**config.mk**
```make
export PLATFORM = sky130hd
export DESIGN_NAME = adc_serial_flat
export DESIGN_NICKNAME = d
export VERILOG_FILES = /design/src/rtl/adc_serial_if.sv /design/src/rtl/adc_serial.sv /design/src/flat_wrapper.sv
export SDC_FILE = /design/constraint.sdc
export NUM_CORES = 1
export LEC_CHECK = 0
export ABC_AREA = 1
export BUFFER_PORTS_ARGS = -buffer_cell sky130_fd_sc_hd__buf_2
export CORE_MARGIN = 2
export CORE_UTILIZATION = 55
export DETAILED_ROUTE_END_ITERATION = 10
export GPL_ROUTABILITY_DRIVEN = 0
export MAX_ROUTING_LAYER = met4
export PLACE_DENSITY = 0.81
export SETUP_SLACK_MARGIN = 0.2
export SLEW_MARGIN = 15
export SYNTH_ARGS = -nofsm -noshare
export SYNTH_HDL_FRONTEND = slang
export SYNTH_SLANG_ARGS = --single-unit
export TNS_END_PERCENT = 5
```
**constraint.sdc**
```tcl
create_clock -name clk -period 1.6 [get_ports clk]
set_clock_uncertainty 0.1 [all_clocks]
set_input_delay 0.16 -clock clk [delete_from_list [all_inputs] [get_ports clk]]
set_output_delay 0.16 -clock clk [all_outputs]
set_load 0.02 [all_outputs]
```
**src/rtl/adc_serial_if.sv**
```systemverilog
`default_nettype none
// ============================================================================
//  Module   : adc_serial_if
//  Purpose  : Bundles the serial ADC pins and the parallel result port of
//             adc_serial into one interface.
//  Signals  : adc_clk - serial clock to the ADC (idles high)
//             adc_cs  - active-low chip select to the ADC
//             adc_sd  - serial data from the ADC, MSB first
//             data    - last completed conversion result
//             ready   - one-cycle pulse when data has been updated
//  Modports : master - the adc_serial controller
//             slave  - the ADC / result consumer side
//  Revision : 1.0 - initial release
// ============================================================================
interface adc_serial_if #(
  parameter int WIDTH = 12
);
  logic             adc_clk;
  logic             adc_cs;
  logic             adc_sd;
  logic [WIDTH-1:0] data;
  logic             ready;

  modport master (
    output adc_clk,
    output adc_cs,
    input  adc_sd,
    output data,
    output ready
  );

  modport slave (
    input  adc_clk,
    input  adc_cs,
    output adc_sd,
    input  data,
    input  ready
  );
endinterface
`default_nettype wire

```
**src/rtl/adc_serial.sv**
```systemverilog
`default_nettype none
// ============================================================================
//  Module   : adc_serial
//  Purpose  : Free-running serial ADC reader. Each frame asserts adc_cs,
//             clocks LEAD_BITS+WIDTH bits out of the ADC, discards the
//             leading bits, publishes the WIDTH-bit result on data with a
//             one-cycle ready pulse, then idles for QUIET_BITS adc_clk
//             periods before starting again.
//  Ports    : clk   - system clock, all logic on its rising edge
//             reset - synchronous, active-high reset
//             bus   - adc_serial_if.master (adc_clk, adc_cs, adc_sd,
//                     data, ready)
//  Params   : WIDTH       - result width in bits (>= 2)
//             LEAD_BITS   - leading bits discarded per frame
//             HALF_PERIOD - clk cycles per adc_clk half-period (>= 1)
//             QUIET_BITS  - adc_clk periods with adc_cs high between
//                           frames (>= 1)
//  Macro    : ADC_SERIAL_TWOS_COMP_EN - when defined, the MSB of the
//             received code is inverted, turning offset binary into
//             two's complement.
//  Revision : 1.0 - initial release
// ============================================================================
module adc_serial #(
  parameter int WIDTH       = 12,
  parameter int LEAD_BITS   = 4,
  parameter int HALF_PERIOD = 2,
  parameter int QUIET_BITS  = 2
) (
  input  logic         clk,
  input  logic         reset,
  adc_serial_if.master bus
);

  localparam int c_n         = LEAD_BITS + WIDTH;
  localparam int c_period    = 2 * HALF_PERIOD;
  localparam int c_quiet_cyc = QUIET_BITS * c_period;
  localparam int c_ph_w      = (c_period > 1)    ? $clog2(c_period)    : 1;
  localparam int c_bit_w     = (c_n > 1)         ? $clog2(c_n)         : 1;
  localparam int c_q_w       = (c_quiet_cyc > 1) ? $clog2(c_quiet_cyc) : 1;

  localparam logic [c_ph_w-1:0]  c_ph_last  = c_ph_w'(c_period - 1);
  localparam logic [c_ph_w-1:0]  c_ph_rise  = c_ph_w'(HALF_PERIOD);
  localparam logic [c_ph_w-1:0]  c_ph_one   = c_ph_w'(1);
  localparam logic [c_bit_w-1:0] c_bit_last = c_bit_w'(c_n - 1);
  localparam logic [c_bit_w-1:0] c_bit_one  = c_bit_w'(1);
  localparam logic [c_q_w-1:0]   c_q_last   = c_q_w'(c_quiet_cyc - 1);
  localparam logic [c_q_w-1:0]   c_q_one    = c_q_w'(1);

  typedef enum logic [1:0] {
    START = 2'd0,
    SHIFT = 2'd1,
    QUIET = 2'd2
  } state_t;

  state_t             r_state;
  state_t             w_state_next;
  logic [c_ph_w-1:0]  r_ph;
  logic [c_ph_w-1:0]  w_ph_next;
  logic [c_bit_w-1:0] r_bit;
  logic [c_bit_w-1:0] w_bit_next;
  logic [c_q_w-1:0]   r_q;
  logic [c_q_w-1:0]   w_q_next;

  logic               r_adc_clk;
  logic               r_adc_cs;
  logic               r_ready;
  logic [WIDTH-1:0]   r_sr;
  logic [WIDTH-1:0]   r_data;

  logic               w_adc_clk_d;
  logic               w_adc_cs_d;
  logic               w_ready_d;
  logic               w_sample;
  logic               w_load;
  logic [WIDTH-1:0]   w_code;

  // The pin registers are loaded from the state the FSM is leaving, so the
  // pins trail the state by one cycle: the START cycle is seen on the pins
  // as cs/clk high, the SHIFT cycles as the 2*HALF_PERIOD adc_clk pattern,
  // and the first QUIET cycle raises cs together with ready and the data
  // load.
  always_comb begin
    w_state_next = r_state;
    w_ph_next    = r_ph;
    w_bit_next   = r_bit;
    w_q_next     = r_q;
    w_adc_clk_d  = 1'b1;
    w_adc_cs_d   = 1'b1;
    w_ready_d    = 1'b0;
    w_sample     = 1'b0;
    w_load       = 1'b0;

    case (r_state)
      START: begin
        w_state_next = SHIFT;
        w_ph_next    = '0;
        w_bit_next   = '0;
      end

      SHIFT: begin
        w_adc_cs_d  = 1'b0;
        // First half of each period drives adc_clk low, second half high.
        w_adc_clk_d = (r_ph >= c_ph_rise);
        // The edge that drives adc_clk low->high captures adc_sd; the ADC
        // changed it on the preceding falling edge.
        w_sample    = (r_ph == c_ph_rise);
        if (r_ph == c_ph_last) begin
          w_ph_next = '0;
          if (r_bit == c_bit_last) begin
            w_bit_next   = '0;
            w_q_next     = '0;
            w_state_next = QUIET;
          end else begin
            w_bit_next = r_bit + c_bit_one;
          end
        end else begin
          w_ph_next = r_ph + c_ph_one;
        end
      end

      QUIET: begin
        // Leaving the last SHIFT cycle: publish the result exactly once.
        w_ready_d = (r_q == '0);
        w_load    = (r_q == '0);
        if (r_q == c_q_last) begin
          w_q_next     = '0;
          w_state_next = START;
        end else begin
          w_q_next = r_q + c_q_one;
        end
      end

      default: begin
        w_state_next = START;
      end
    endcase
  end

`ifdef ADC_SERIAL_TWOS_COMP_EN
  // Offset binary to two's complement: flip the sign bit only.
  assign w_code = {~r_sr[WIDTH-1], r_sr[WIDTH-2:0]};
`else
  assign w_code = r_sr;
`endif

  always_ff @(posedge clk) begin
    if (reset) begin
      r_state   <= START;
      r_ph      <= '0;
      r_bit     <= '0;
      r_q       <= '0;
      r_adc_clk <= 1'b1;
      r_adc_cs  <= 1'b1;
      r_ready   <= 1'b0;
      r_sr      <= '0;
      r_data    <= '0;
    end else begin
      r_state   <= w_state_next;
      r_ph      <= w_ph_next;
      r_bit     <= w_bit_next;
      r_q       <= w_q_next;
      r_adc_clk <= w_adc_clk_d;
      r_adc_cs  <= w_adc_cs_d;
      r_ready   <= w_ready_d;
      // Only the last WIDTH samples survive in the register, so the
      // leading bits fall off the top without extra bookkeeping.
      if (w_sample) begin
        r_sr <= {r_sr[WIDTH-2:0], bus.adc_sd};
      end
      if (w_load) begin
        r_data <= w_code;
      end
    end
  end

  assign bus.adc_clk = r_adc_clk;
  assign bus.adc_cs  = r_adc_cs;
  assign bus.ready   = r_ready;
  assign bus.data    = r_data;

endmodule
`default_nettype wire

```
**src/flat_wrapper.sv**
```systemverilog
// flat-port wrapper written by rule: the top's interface ports become plain ports
module adc_serial_flat 
#(
  parameter int WIDTH       = 12,
  parameter int LEAD_BITS   = 4,
  parameter int HALF_PERIOD = 2,
  parameter int QUIET_BITS  = 2
)
  (clk, reset, bus_adc_clk, bus_adc_cs, bus_adc_sd, bus_data, bus_ready);
  adc_serial_if #(.WIDTH(WIDTH)) bus_i ();
  input  logic clk;
  input  logic reset;
  output wire logic [$bits(bus_i.adc_clk)-1:0] bus_adc_clk;
  output wire logic [$bits(bus_i.adc_cs)-1:0] bus_adc_cs;
  input wire logic [$bits(bus_i.adc_sd)-1:0] bus_adc_sd;
  output wire logic [$bits(bus_i.data)-1:0] bus_data;
  output wire logic [$bits(bus_i.ready)-1:0] bus_ready;
  assign bus_adc_clk = bus_i.adc_clk;
  assign bus_adc_cs = bus_i.adc_cs;
  assign bus_i.adc_sd = bus_adc_sd;
  assign bus_data = bus_i.data;
  assign bus_ready = bus_i.ready;
  adc_serial #(.WIDTH(WIDTH), .LEAD_BITS(LEAD_BITS), .HALF_PERIOD(HALF_PERIOD), .QUIET_BITS(QUIET_BITS)) u_core (.clk(clk), .reset(reset), .bus(bus_i));
endmodule
```
==> flow_metrics.env <==
export IMPL_ir_drop_mv=1.21
export IMPL_status="finished, final reports clean"
export IMPL_yosys_warnings=0
export IMPL_die_x_um=58.5
export IMPL_grtUsageTotal_pct=18.5
export IMPL_dpl_hpwl_mm=1.96
export IMPL_synth_nets=221
export IMPL_cp_common_cell="nor2_1"
export IMPL_htreeDepth=2
export IMPL_slew_headroom_pct=88.0
export IMPL_ant_nets=0
export IMPL_num_rows=19
export IMPL_clk_latency_ns=0.35
export IMPL_crit_arrival_ns=1.52
export IMPL_final_cells=266
export IMPL_layout_commonest_cell="nor2_1"
export IMPL_startpoint_type="register"
export IMPL_avgSynthCellArea_um2=7.85
export IMPL_finalSetupTns_ns=0
export IMPL_initial_utilization_pct=58.7
export IMPL_placed_cells=253
export IMPL_grt_pass1_vias=1074
export IMPL_p_per_area_nw_per_um2=1790
export IMPL_routed_wl_mm=3.18
export IMPL_cpPeakStageDelay_ns=0.39
export IMPL_die_area_um2=3420
export IMPL_root_buffer="clkbuf_4"
export IMPL_cp_cell_sequence="inv_2 -> ha_4 -> nand2_4 -> o21ai_2 -> nor2_2 -> nor2_1 -> nor2_1"
export IMPL_clk_pin_slew_ns=0.12
export IMPL_hold_path_class="register to register"
export IMPL_fmax_ghz=0.752
export IMPL_drive_gt1_share_pct=25.1
export IMPL_antenna_found_initial=0
export IMPL_drt_iter0_drc=33
export IMPL_ys_seq_area_share_pct=46.6
export IMPL_grt_setup_unrepaired="yes"
export IMPL_gr_total_overflow=0
export IMPL_path_max_fanout=6
export IMPL_period_minus_slack_ns=1.33
export IMPL_ios=18
export IMPL_final_cell_mix="nor2_1 (60), dfxtp_1 (33), o21ai_0 (26)"
export IMPL_die_y_um=58.5
export IMPL_ys_ff_latch=38
export IMPL_hold_viol_final=0
export IMPL_worst_path_max_delay_cell="dfxtp_4"
export IMPL_diodes=0
export IMPL_drt_pass1_iterations=4
export IMPL_finalCritPeriodShare_pct=83.1
export IMPL_setup_violations=0
export IMPL_worstSetupPathType="register to register"
export IMPL_clk_path_buf_depth=2
export IMPL_tightest_slew_ns=0.178
export IMPL_post_drt_via_cell_ratio=5.12
export IMPL_cp_end_kind="register"
export IMPL_grt_pass1_wl_mm=4.55
export IMPL_layout_nets=247
export IMPL_wl_per_cell_um=12.0
export IMPL_cts_tree="built"
export IMPL_vias=1362
export IMPL_synth_area_um2=1630
export IMPL_io_buffers=17
export IMPL_drc=0
export IMPL_leakage_nw=0.840
export IMPL_cts_buffers=5
export IMPL_drv_cap=0
export IMPL_synth_cells=208
export IMPL_clkSinkCount=38
export IMPL_core_area_um2=2780
export IMPL_grt_max_degree=26
export IMPL_drv_slew=0
export IMPL_required_ns=1.79
export IMPL_syn2layout_area_growth_pct=17.7
export IMPL_netlist_cell_type_count=25
synth_stat cells (all sizes together):
master	instances	area share, %
ha	10	7.7
a21oi	7	2.4
o21ai	29	9.3
or3	1	0.38
inv	22	5.1
or2	1	0.38
nand3	6	3.2
clkbuf	2	0.46
nand2	22	6.1
o21bai	1	0.46
buf	5	2.6
nor2	61	14
nand4	3	1.1
dfxtp	38	47
final timing paths:
kind                       from                 end  slack (ns)  cells after the start
max           u_core.r_state[1]   u_core.r_state[0]        0.27                      7
min          u_core.bus.data[9]  u_core.bus.data[9]        0.39                      2
max reg2reg   u_core.r_state[1]   u_core.r_state[0]        0.27                      7
min reg2reg  u_core.bus.data[9]  u_core.bus.data[9]        0.39                      2
state kept, by name, indices dropped and copies added, names as in the netlist:
register	flops
u_core.bus.data	12
u_core.r_sr	12
u_core.r_bit	4
u_core.r_q	3
u_core.r_ph	2
u_core.r_state	2
u_core.bus.adc_clk	1
u_core.bus.adc_cs	1
u_core.bus.ready	1
cell type report:
| type | count | area [um2] |
|---|---|---|
| repair buffers | 25 | 150 |
| inverters | 22 | 87.6 |
| flip-flops and latches | 38 | 772 |
| clock inverters | 2 | 12.5 |
| clock buffers | 6 | 51.3 |
| multi-input cells | 142 | 810 |
| well taps | 31 | 38.8 |
| fillers | 216 | 860 |
what timing repair did:
action,in CTS,in global routing
buffers inserted,0,2
hold buffers,2,0
endpoints found under the hold margin,5,0
resized for setup,2,20
endpoints found under the setup margin,15,31
pin swaps,0,2
gates cloned,0,1
per-layer routing:
| metal | part of all wire [%] | GRT usage, % |
|---|---|---|
| met1 | 48 | 24.1 |
| met2 | 45 | 25.4 |
| met3 | 4.6 | 5.93 |
| met4 | 2.6 | 9.97 |
| met5 | 0 | - |
report_power, final:
part	internal, W	switching, W
combinational	0.000620	0.000992
sequential	0.00116	0.000135
clock	0.000211	0.000325
critical path: cells and delay by family (launching register included):
kind | cells | cell delay, ns
simple gates | 4 | 0.44
flops | 1 | 0.39
fa+ha+maj | 1 | 0.19
compound gates | 1 | 0.09
buf+inv | 1 | 0.07
stage by stage:
| step | total power, W | hold slack, ns | utilization (%) | cell area (um2) | setup WS, ns |
|---|---|---|---|---|---|
| detailed placement | 0.00262 | 0.307 | 62.4 | 1740 | 0.0826 |
| floorplan | 0.00237 | 0.122 | - | 1630 | 0.318 |
| global route | 0.00371 | 0.413 | 69.1 | 1920 | 0.172 |
| finish | 0.00344 | 0.389 | 69.1 | 1920 | 0.271 |
| global placement | 0.00259 | 0.307 | 62.4 | 1740 | 0.175 |
| CTS | 0.00318 | 0.393 | 65.8 | 1830 | 0.178 |
kinds of logic (layout without fill, tap and decap cells):
family                   after synthesis  count (layout)  share of synthesized area, %
AO/OA/AOI/OAI                         37              37                          12.2
buffers and inverters                 29              55                          8.12
adder cells (fa/ha/maj)               10              10                          7.66
flip-flops                            38              38                          46.6
AND/OR/NAND/NOR                       94              95                          25.4
Note: power is estimated with default switching activity, not from simulation.
